<file path="config.mk">
export PLATFORM = sky130hd
export DESIGN_NAME = hvac_sequencer
export DESIGN_NICKNAME = d
export VERILOG_FILES = /design/src/rtl/hvac_sequencer.sv
export SDC_FILE = /design/constraint.sdc
export NUM_CORES = 1
export LEC_CHECK = 0
export CORE_MARGIN = 2
export CORE_UTILIZATION = 55
export CTS_BUF_LIST = sky130_fd_sc_hd__clkbuf_8
export CTS_CLUSTER_DIAMETER = 60
export DETAILED_ROUTE_END_ITERATION = 8
export PLACE_DENSITY_LB_ADDON = 0.1
export SETUP_SLACK_MARGIN = 0.15
export SLEW_MARGIN = 20
export SYNTH_ARGS = -nofsm -noshare
export SYNTH_HDL_FRONTEND = slang
export SYNTH_SLANG_ARGS = --single-unit
export TNS_END_PERCENT = 5
</file>
<file path="constraint.sdc">
create_clock -name Clock -period 2.81 [get_ports Clock]
set_input_delay 0.843 -clock Clock [delete_from_list [all_inputs] [get_ports Clock]]
set_output_delay 0.843 -clock Clock [all_outputs]
set_load 0.02 [all_outputs]
</file>
<file path="src/rtl/hvac_sequencer.sv">
// Heat/cool plant sequencer: hysteresis start, minimum run, lockout between runs; actuators follow the state register (1 cycle after a qualifying decision).
// Optional emergency stop input EStop is compiled in with HVAC_ESTOP_EN.
module hvac_sequencer #(
    parameter int unsigned TICK_DIV = 50000000,
    parameter int unsigned MIN_RUN  = 60,
    parameter int unsigned LOCKOUT  = 30,
    parameter int unsigned HYST     = 1,
    parameter logic [7:0]  MODE_SEL = 8'd3
) (
    input  logic       Clock,
    input  logic       Reset,
    input  logic [7:0] Selector,
    input  logic [3:0] TargetTens,
    input  logic [3:0] TargetOnes,
    input  logic [3:0] RoomTens,
    input  logic [3:0] RoomOnes,
    input  logic       RoomValid,
`ifdef HVAC_ESTOP_EN
    input  logic       EStop,
`endif
    output logic       CoolOn,
    output logic       HeatOn,
    output logic [1:0] State,
    output logic       Fault
);

    localparam int unsigned PW = $clog2(TICK_DIV);
    localparam logic [PW-1:0] PRESC_MAX = PW'(TICK_DIV - 1);
    localparam logic [7:0] MIN_RUN_C = 8'(MIN_RUN);
    localparam logic [7:0] LOCK_C    = 8'(LOCKOUT);
    localparam logic [7:0] HYST_C    = 8'(HYST);

    typedef enum logic [1:0] {
        ST_IDLE = 2'b00,
        ST_COOL = 2'b01,
        ST_HEAT = 2'b10,
        ST_LOCK = 2'b11
    } state_t;

    function automatic logic [6:0] bcd_to_bin(input logic [3:0] tens, input logic [3:0] ones);
        return {3'b000, tens} * 7'd10 + {3'b000, ones};
    endfunction

    state_t          state;
    state_t          state_nxt;
    logic [PW-1:0]   presc;
    logic [7:0]      cnt;
    logic [6:0]      room;
    logic [6:0]      target;
    logic            have_room;
    logic            fault;

    logic            active;
    logic            tick;
    logic            room_ok;
    logic            target_ok;
    logic            estop;
    logic [7:0]      room8;
    logic [7:0]      target8;
    logic [7:0]      room_hi;
    logic [7:0]      target_hi;

    assign active    = (Selector == MODE_SEL);
    assign tick      = (presc == PRESC_MAX);
    assign room_ok   = (RoomTens <= 4'd9) && (RoomOnes <= 4'd9);
    assign target_ok = (TargetTens <= 4'd9) && (TargetOnes <= 4'd9);
    assign room8     = {1'b0, room};
    assign target8   = {1'b0, target};
    assign room_hi   = room8 + HYST_C;
    assign target_hi = target8 + HYST_C;

`ifdef HVAC_ESTOP_EN
    assign estop = EStop;
`else
    assign estop = 1'b0;
`endif

    // Decisions use only registered room/target/counter, so a same-cycle update lands next edge.
    always_comb begin
        state_nxt = state;
        unique case (state)
            ST_IDLE: begin
                if (active && have_room) begin
                    if (room8 >= target_hi) begin
                        state_nxt = ST_COOL;
                    end else if (room_hi <= target8) begin
                        state_nxt = ST_HEAT;
                    end
                end
            end
            ST_COOL: begin
                if ((cnt >= MIN_RUN_C) && ((room8 <= target8) || !active)) begin
                    state_nxt = ST_LOCK;
                end
            end
            ST_HEAT: begin
                if ((cnt >= MIN_RUN_C) && ((room8 >= target8) || !active)) begin
                    state_nxt = ST_LOCK;
                end
            end
            ST_LOCK: begin
                if (cnt >= LOCK_C) begin
                    state_nxt = ST_IDLE;
                end
            end
            default: state_nxt = ST_IDLE;
        endcase
        if (estop) begin
            state_nxt = (state == ST_IDLE) ? ST_IDLE : ST_LOCK;
        end
    end

    always_ff @(posedge Clock) begin
        if (Reset) begin
            state     <= ST_IDLE;
            presc     <= '0;
            cnt       <= 8'd0;
            room      <= 7'd0;
            target    <= 7'd0;
            have_room <= 1'b0;
            fault     <= 1'b0;
        end else begin
            state <= state_nxt;
            presc <= tick ? '0 : presc + 1'b1;

            if (state_nxt != state) begin
                cnt <= 8'd0;
            end else if (tick && (cnt != 8'hFF)) begin
                cnt <= cnt + 8'd1;
            end

            if (active) begin
                if (target_ok) begin
                    target <= bcd_to_bin(TargetTens, TargetOnes);
                end else begin
                    fault <= 1'b1;
                end
            end

            if (RoomValid) begin
                if (room_ok) begin
                    room      <= bcd_to_bin(RoomTens, RoomOnes);
                    have_room <= 1'b1;
                end else begin
                    fault <= 1'b1;
                end
            end
        end
    end

    assign State  = state;
    assign CoolOn = (state == ST_COOL);
    assign HeatOn = (state == ST_HEAT);
    assign Fault  = fault;

endmodule
</file>
==> After elaboration in Yosys (flattened, before gate mapping) <==
Index checks and enable logic that the tools add are counted.
{ "classes": {"add_sub_neg": 6, "n_mul": 2, "magnitude_cmp": 10, "eq_ne": 7, "n_mux": 11, "reduce_logical": 14} }
{ "op_table": {"columns": ["operator", "n"], "rows": [
  ["adder 26 x 1 -> 26 bit, second input constant", 1],
  ["== test 26 bit, second input constant", 1],
  ["adder 7 x 1 -> 8 bit, second input constant", 2],
  ["less-or-equal comparator 4 bit, second input constant", 4],
  ["adder 7 x 4 -> 7 bit", 2],
  ["multiplier 4 x 3 -> 6 bit, second input constant", 2],
  ["2-to-1 mux 2 bit", 6],
  ["adder 8 x 1 -> 8 bit, second input constant", 1],
  ["== test 8 x 2 -> 1 bit, second input constant", 1],
  [">= comparator 7 x 8 -> 1 bit", 1],
  [">= comparator 8 x 5 -> 1 bit, second input constant", 1],
  [">= comparator 8 x 6 -> 1 bit, second input constant", 1],
  ["less-or-equal comparator 8 x 7 -> 1 bit", 1],
  ["!= test 8 bit, second input constant", 1],
  ["case mux 2 bit (4 select lines)", 1],
  [">= comparator 7 bit", 1],
  ["less-or-equal comparator 7 bit", 1],
  ["logical AND 1 bit", 6],
  ["== test 2 bit, second input constant", 2],
  ["2-to-1 mux 1 bit", 4],
  ["AND reduction 2 bit", 2],
  ["OR reduction 2 bit", 2],
  ["== test 2 x 1 -> 1 bit, second input constant", 1],
  ["zero test 2 bit", 1],
  ["3 further kinds", 4]
]} }
{ "totals": {"reg_bits": 52, "input_bits": 27} }

==> Depth between registers and ports, before layout <==
Gate-level depths: netlist of run 1.
{ "depth": {"word_depth": 8, "depth_mapped": 11} }

==> Least setup slack after synthesis of run 1 <==
No wires, ideal clock.
{ "synth_timing": {"path_kind": "flip-flop to flip-flop", "from": "register room[1]", "to": "register cnt[0]", "setup_ps": 136, "t_arrival_ps": 2412, "required_ps": 2674, "path_slack_ps": 262, "stages_incl_launch_ff": 12, "path_buffers": 0, "synth_period_minus_slack_ps": 2548, "cell_sequence": "dfxtp_1 ha_1 nand3_1 nor2_1 xor2_1 ha_1 and3_1 a221o_1 a31oi_1 o221ai_1 a2bb2oi_2 nor3_1"} }
{ "synth_via": {"elab_chain_len": 8} }
{ "synth_rtl": {"columns": ["element", "line", "rtl"], "rows": [
  ["start: declaration", "48", "logic [6:0] room;"],
  ["start signal: assignment", "142", "room <= bcd_to_bin(RoomTens, RoomOnes);"],
  ["adder 7 x 1 -> 8 bit", "69", "assign room_hi = room8 + HYST_C;"],
  ["less-or-equal comparator 8 x 7 -> 1 bit", "86", "end else if (room_hi <= target8) begin"],
  ["2-to-1 mux 2 bit", "86", null],
  ["2-to-1 mux 2 bit", "84", "if (room8 >= target_hi) begin"],
  ["2-to-1 mux 2 bit", "83", "if (active && have_room) begin"],
  ["case mux 2 bit (4 select lines) (*)", "81", "unique case (state)"],
  ["!= test 2 bit (*)", "126", "if (state_nxt != state) begin"],
  ["OR reduction 2 bit (no source line) (*)", null, null],
  ["end signal: assignment", "129", "cnt <= cnt + 8'd1;"],
  ["end: declaration", "47", "logic [7:0] cnt;"]
]} }
Every way passes the cells marked *; elsewhere a longest branch is shown, timed or not.
A chain may end at the register's enable or synchronous reset.

==> Worst setup path after layout of run 1 <==
{ "layout_timing": {"from": "input port RoomTens[3]", "to": "register room[5]"} }
{ "layout_via": {"elab_chain_len": 3} }
{ "layout_rtl": {"columns": ["element", "line", "rtl"], "rows": [
  ["start: declaration", "15", "input logic [3:0] RoomTens,"],
  ["branches (longest 3 deep; another with adder 7 x 4 -> 7 bit)", null, null]
]} }
Parallel ways; which one is timed is not known.

==> results.sh, run 1 <==
export IMPL_synth_edf_count=0
export IMPL_synth_area_leaders="sky130_fd_sc_hd__dfxtp_1, sky130_fd_sc_hd__ha_1, sky130_fd_sc_hd__xnor2_1"
export IMPL_final_core_utilization_pct=69.8
export IMPL_layout_drive_gt1_share_pct=13.6
export IMPL_ys_flop_type="sky130_fd_sc_hd__dfxtp_1"
export IMPL_synth_top_cell_area_share_pct=29.9
export IMPL_cts_max_path_buffers=2
export IMPL_layout_worst_path_cycle_share_pct=92.4
export IMPL_synthCells=407
export IMPL_clockRootBuffer="sky130_fd_sc_hd__clkbuf_8"
export IMPL_synth_fp_nets=476
export IMPL_final_max_slew_violation_count=0
export IMPL_multi_input_area_sq_mm=0.00237
export IMPL_critical_path_buf_inv_count=2
export IMPL_power_density_mw_per_mm2=358
export IMPL_static_leakage_power_nw=1.68
export IMPL_antenna_diode_count=0
export IMPL_cp_common_cell="sky130_fd_sc_hd__nor2_1"
export IMPL_fin_nets=531
export IMPL_clock_sinks=52
export IMPL_die_footprint_sq_mm=0.00697
export IMPL_std_cell_rows=28
export IMPL_wl_per_cell_microns=13.7
export IMPL_cp_start_kind="input port"
export IMPL_dp_cells=528
export IMPL_ys_async_sr_fraction_pct=0
export IMPL_finalWirelength_microns=7360
export IMPL_max_vdd_ir_drop_mv=0.250
export IMPL_fraction_of_the_yosys_area_taken_by_sequential_cells_pct=29.9
export IMPL_clock_tree_htree_level_count=2
export IMPL_total_of_warnings_raised_by_yosys=0
export IMPL_vias_per_cell=5.53
export IMPL_worstSetupEndpointType="flop"
export IMPL_worstHoldPathCells=2
export IMPL_post_synth_top_count_cell="sky130_fd_sc_hd__nor2_1"
export IMPL_detail_route_antenna_nets=0
export IMPL_mappedNetlistArea_sq_mm=0.00348
export IMPL_via_count_of_the_first_global_routing_pass=2905
export IMPL_antenna_violations_before_repair=0
export IMPL_hp_class="flop to flop"
export IMPL_critical_path_arrival_ns=2.80
export IMPL_path_clk_slew_ns=0.09
export IMPL_crit_type="input port to flop"
export IMPL_layout_area_overhead_pct=21.0
export IMPL_final_min_clock_period_ns=2.60
export IMPL_final_cell_area_sq_mm=0.00421
export IMPL_worst_slew_margin_rel_pct=59.1
export IMPL_sequential_cell_area_sq_mm=0.00105
export IMPL_run_status="complete, no violations"
export IMPL_timing_critical_path_depth=9
export IMPL_fp_coreArea_sq_mm=0.00603
export IMPL_worst_path_max_delay_cell="sky130_fd_sc_hd__fa_1"
export IMPL_maxClockFrequency_ghz=0.385
export IMPL_number_of_drc_violations_after_detailed_routing=0
export IMPL_grt_usage_pct=21.9
export IMPL_fin_hold_ws_ns=0.461
export IMPL_reg2reg_depth=12
export IMPL_drt_initial_drc_count=113
export IMPL_cts_tree="yes"
export IMPL_ys_seq_elements=52
export IMPL_clk_insertion_delay_late_ns=0.31
export IMPL_grt_start_max_net_pins=27
export IMPL_die_height_microns=83.5
export IMPL_drt_pre_antenna_iters=4
export IMPL_critical_path_peak_fanout=2
export IMPL_portBuffers=31
export IMPL_total_cell_area_at_the_placement_stage_sq_mm=0.00403
export IMPL_initial_core_util_pct=57.7
export IMPL_final_setup_vio_count=0
export IMPL_worst_slew_pin_slew_ns=0.598
export IMPL_grt_overflow=0
export IMPL_synth_top_cells_by_count="sky130_fd_sc_hd__nor2_1, sky130_fd_sc_hd__dfxtp_1, sky130_fd_sc_hd__ha_1"
export IMPL_floorplan_io_pins=32
export IMPL_hold_viol_final=0
export IMPL_maxCapViolCount=0
export IMPL_rsz0062_at_grt="yes"
export IMPL_worstPathRequired_ns=3.01
export IMPL_fillerInstances=496
export IMPL_grt_first_pass_wirelength_microns=12900
export IMPL_cts_buffers=5
export IMPL_unique_masters_post_synth=50
export IMPL_dp_final_hpwl_microns=5580
export IMPL_worstPathCellList="clkdlybuf4s50_1, ha_1, ha_2, fa_1, buf_4, xor2_1, nor2_1, a21oi_1, nor2_1"
export IMPL_cts_hold_repair_buffers=0
export IMPL_synth_top_cell_by_area="sky130_fd_sc_hd__dfxtp_1"
export IMPL_synth_area_per_cell_sq_um=8.54
export IMPL_final_instance_count_excl_fillers=538
export IMPL_via_count=2973
export IMPL_clock_skew_ns=0.00974
export IMPL_dominant_delay_contributor_by_cell_family_on_the_critical_path="adder cells"
export IMPL_die_x_microns=83.5
export IMPL_routabilityCongestion=0.946
export IMPL_critPathMaxStageDelay_ns=0.56
-- layout make-up --
type	count	area share, %
clock buffers	5	1.64
clock inverters	3	0.416
repair buffers	56	12.5
multi-input cells	324	56.3
well taps	75	2.23
inverters	23	2.05
flip-flops and latches	52	24.9
-- worst paths after layout --
kind / startpoint / to / slack, ns
min: have_room / have_room / 0.46
max reg2reg: room[1] / cnt[6] / 0.25
min reg2reg: have_room / have_room / 0.46
max: RoomTens[3] / room[5] / 0.21
-- flip-flops by register name (all words and copies together), names as in the netlist --
name and count:
Fault 1, State 2, cnt 8, have_room 1
presc 26, room 7, target 7
-- stage by stage --
| stage | total power, mW | worst slack (ns) | TNS (ns) |
|---|---|---|---|
| floorplan | 0.960 | 0.262 | 0 |
| finish | 1.51 | 0.212 | 0 |
| CTS | 1.51 | 0.133 | 0 |
| global route | 1.60 | 0.133 | 0 |
| detailed placement | 1.07 | -0.107 | -0.842 |
| global placement | 1.07 | -0.0354 | -0.176 |
-- worst reg2reg max path: cells and delay by family (launching register included) --
kind / cells / cell delay (ns)
compound gates: 4 / 0.83
xor+xnor: 1 / 0.17
fa+ha+maj: 2 / 0.48
buf+inv: 1 / 0.14
flops: 1 / 0.38
simple gates: 4 / 0.48
-- metal layers --
metal  global-route usage (%)  share of wire, %  up-vias
li1                         -                 -     1542
met1                     30.7                50     1366
met2                     35.2                44       53
met3                     3.96               4.5       12
met4                     5.43               1.4        0
met5                        0                 0        -
-- cell families (layout without fill, tap and decap cells) --
logic type | after synthesis | count (layout) | synth area share [%]
AO/OA/AOI/OAI | 54 | 54 | 9.61
XOR/XNOR | 45 | 45 | 11.3
adder cells (fa/ha/maj) | 42 | 42 | 16.0
buffers and inverters | 31 | 87 | 3.63
flip-flops | 52 | 52 | 29.9
multiplexers | 8 | 8 | 2.30
AND/OR/NAND/NOR | 175 | 175 | 27.2
-- what timing repair did --
action                                  4_1_cts  5_1_grt
endpoints found under the setup margin        8       10
buffers inserted                              1        1
pin swaps                                     1        5
resized for setup                             2       14
-- report_power, final --
group	internal [mW]	total [mW]	switching, mW
sequential	0.749	0.765	0.0155
clock	0.175	0.433	0.258
combinational	0.159	0.308	0.148
-- layout by cell type (no fill, tap or decap), types with 6 or more instances in the layout --
| cell | netlist | final |
|---|---|---|
| sky130_fd_sc_hd__mux2i_1 | 8 | 8 |
| sky130_fd_sc_hd__o21ai_0 | 10 | 10 |
| sky130_fd_sc_hd__nand2_1 | 26 | 26 |
| sky130_fd_sc_hd__xor2_1 | 18 | 18 |
| sky130_fd_sc_hd__nand4_1 | 6 | 6 |
| sky130_fd_sc_hd__buf_4 | 0 | 23 |
| sky130_fd_sc_hd__a21oi_1 | 20 | 20 |
| sky130_fd_sc_hd__inv_1 | 19 | 20 |
| sky130_fd_sc_hd__nor2b_1 | 9 | 9 |
| sky130_fd_sc_hd__and3_1 | 6 | 6 |
| sky130_fd_sc_hd__clkdlybuf4s50_1 | 0 | 30 |
| sky130_fd_sc_hd__nor3_1 | 11 | 11 |
| sky130_fd_sc_hd__dfxtp_1 | 52 | 49 |
| sky130_fd_sc_hd__nor4_1 | 7 | 6 |
| sky130_fd_sc_hd__xnor2_1 | 27 | 27 |
| sky130_fd_sc_hd__nor3_2 | 6 | 6 |
| sky130_fd_sc_hd__ha_1 | 38 | 36 |
| sky130_fd_sc_hd__nand3_1 | 25 | 24 |
| sky130_fd_sc_hd__nor2_1 | 56 | 54 |
Note: power is estimated with default switching activity, not from simulation.
==> run 2, diff against run 1 <==
clock period = 2.7 ns   (was 2.81 ns; I/O delays follow)
==> results.sh, run 2 (same netlist as run 1, synthesis figures left out) <==
export IMPL_cts_hold_repair_buffers=0
export IMPL_clk_insertion_delay_late_ns=0.31
export IMPL_reg2reg_setup_slack_ns=0.18
export IMPL_multi_input_area_sq_mm=0.00242
export IMPL_layout_area_overhead_pct=23.3
export IMPL_largest_register="presc"
export IMPL_finalWirelength_microns=7760
export IMPL_reg_top3="presc: 26 flops, cnt: 8 flops"
export IMPL_flip_flop_count_of_the_largest_register_all_copies_and_words_added=26
export IMPL_cts_max_path_buffers=2
export IMPL_cts_tree="yes"
export IMPL_layout_worst_path_cycle_share_pct=93.3
export IMPL_critical_path_arrival_ns=2.72
export IMPL_die_x_microns=83.5
export IMPL_final_max_slew_violation_count=0
export IMPL_static_leakage_power_nw=1.72
export IMPL_clock_tree_htree_level_count=2
export IMPL_gr_usage_met1_pct=31.2
export IMPL_final_core_utilization_pct=71.2
export IMPL_dp_final_hpwl_microns=5780
export IMPL_maxCapViolCount=0
export IMPL_grt_first_pass_wirelength_microns=13500
export IMPL_number_of_drc_violations_after_detailed_routing=0
export IMPL_critical_path_peak_fanout=8
export IMPL_antenna_diode_count=0
export IMPL_maxClockFrequency_ghz=0.397
export IMPL_final_common_cell="sky130_fd_sc_hd__nor2_1"
export IMPL_worstSetupEndpointType="flop"
export IMPL_std_cell_rows=28
export IMPL_antenna_violations_before_repair=0
export IMPL_via_count_of_the_first_global_routing_pass=2991
export IMPL_place_worst_setup_slack_ns=-0.180
export IMPL_grt_usage_pct=23.3
export IMPL_detail_route_antenna_nets=0
export IMPL_vias_per_cell=5.59
export IMPL_drt_initial_drc_count=84
export IMPL_die_footprint_sq_mm=0.00697
export IMPL_max_vdd_ir_drop_mv=0.320
export IMPL_global_route_met2_utilization_pct=38.5
export IMPL_fin_nets=536
export IMPL_wl_per_cell_microns=14.3
export IMPL_grt_met3_usage_pct=4.25
export IMPL_run_status="complete, no violations"
export IMPL_sequential_cell_area_sq_mm=0.00105
export IMPL_worst_slew_pin_slew_ns=0.583
export IMPL_cts_buffers=5
export IMPL_clock_skew_ns=0.0149
export IMPL_rsz0062_at_grt="yes"
export IMPL_portBuffers=31
export IMPL_cp_start_kind="flop"
export IMPL_fp_coreArea_sq_mm=0.00603
export IMPL_grt_overflow=0
export IMPL_clockRootBuffer="sky130_fd_sc_hd__clkbuf_8"
export IMPL_hold_viol_final=0
export IMPL_die_height_microns=83.5
export IMPL_routabilityCongestion=0.917
export IMPL_worst_slew_margin_rel_pct=60.1
export IMPL_initial_core_util_pct=57.7
export IMPL_power_density_mw_per_mm2=369
export IMPL_final_setup_vio_count=0
export IMPL_final_cell_mix="sky130_fd_sc_hd__nor2_1, sky130_fd_sc_hd__dfxtp_1, sky130_fd_sc_hd__ha_1"
export IMPL_hp_class="flop to flop"
export IMPL_final_min_clock_period_ns=2.52
export IMPL_grt_start_max_net_pins=27
export IMPL_drt_pre_antenna_iters=4
export IMPL_fillerInstances=478
export IMPL_via_count=3038
export IMPL_floorplan_io_pins=32
export IMPL_path_clk_slew_ns=0.10
export IMPL_final_setup_slack_of_the_worst_path_ns=0.181
export IMPL_crit_type="flop to flop"
export IMPL_clock_sinks=52
export IMPL_worstPathRequired_ns=2.90
export IMPL_grt_busiest_layer="met2"
export IMPL_layout_drive_gt1_share_pct=17.3
==> run 2: cell count changes in the layout (fill, tap and decap cells not counted), moves of 3 or more <==
cell	change
sky130_fd_sc_hd__buf_4	+6
sky130_fd_sc_hd__clkdlybuf4s50_1	-3
sky130_fd_sc_hd__ha_1	-3
sky130_fd_sc_hd__dfxtp_2	+3
==> run 2: path summary, 6_finish.rpt <==
| kind | cells past startpoint | end | startpoint |
|---|---|---|---|
| min | 2 | have_room | have_room |
| max | 12 | cnt[6] | target[4] |
| max reg2reg | 12 | cnt[6] | target[4] |
| min reg2reg | 2 | have_room | have_room |
==> run 2: stage by stage <==
stage / power [mW] / TNS [ns] / hold slack (ns) / area, sq um / cells
after global routing: 1.68 / 0 / 0.477 / 4290 / 543
after floorplan: 0.999 / 0 / 0.426 / 3480 / 407
after CTS: 1.57 / 0 / 0.464 / 4210 / 541
final: 1.58 / 0 / 0.459 / 4290 / 543
after detailed placement: 1.12 / -1.39 / 0.451 / 4040 / 530
after global placement: 1.11 / -1.06 / 0.444 / 4040 / 530
==> run 2: what timing repair did <==
action | CTS | global route
pin swaps | 8 | 5
setup buffers | 3 | 2
setup endpoints to repair | 10 | 13
gates resized for setup | 11 | 21
==> run 2: area by class of cell <==
type | instances | area share [%]
Clock buffer | 5 | 1.60
Tap cell | 75 | 2.19
Timing Repair Buffer | 61 | 12.9
Inverter | 23 | 2.01
Sequential cell | 52 | 24.4
Multi-Input combinational cell | 324 | 56.4
Clock inverter | 3 | 0.467
==> run 2: metal layers <==
metal / wire length (microns) / part of all wire [%]
met1: 3720 / 48
met2: 3640 / 47
met3: 275 / 3.5
met4: 135 / 1.7
met5: 0 / 0
==> run 2: where the power goes <==
| part | switching, mW | internal [mW] |
|---|---|---|
| registers | 0.0164 | 0.780 |
| logic | 0.165 | 0.173 |
| clock network | 0.267 | 0.181 |
==> run 2: worst max-delay path: stages, from the launching register on <==
cell and delay, ns:
sky130_fd_sc_hd__dfxtp_2 0.34, sky130_fd_sc_hd__inv_2 0.08, sky130_fd_sc_hd__nor4_4 0.30, sky130_fd_sc_hd__nand2_1 0.10
sky130_fd_sc_hd__xnor2_1 0.14, sky130_fd_sc_hd__ha_1 0.30, sky130_fd_sc_hd__nand2_1 0.09, sky130_fd_sc_hd__o21ai_2 0.15
sky130_fd_sc_hd__a21oi_2 0.07, sky130_fd_sc_hd__or4b_4 0.56, sky130_fd_sc_hd__nand3_2 0.11, sky130_fd_sc_hd__buf_12 0.13
sky130_fd_sc_hd__nor3_1 0.05
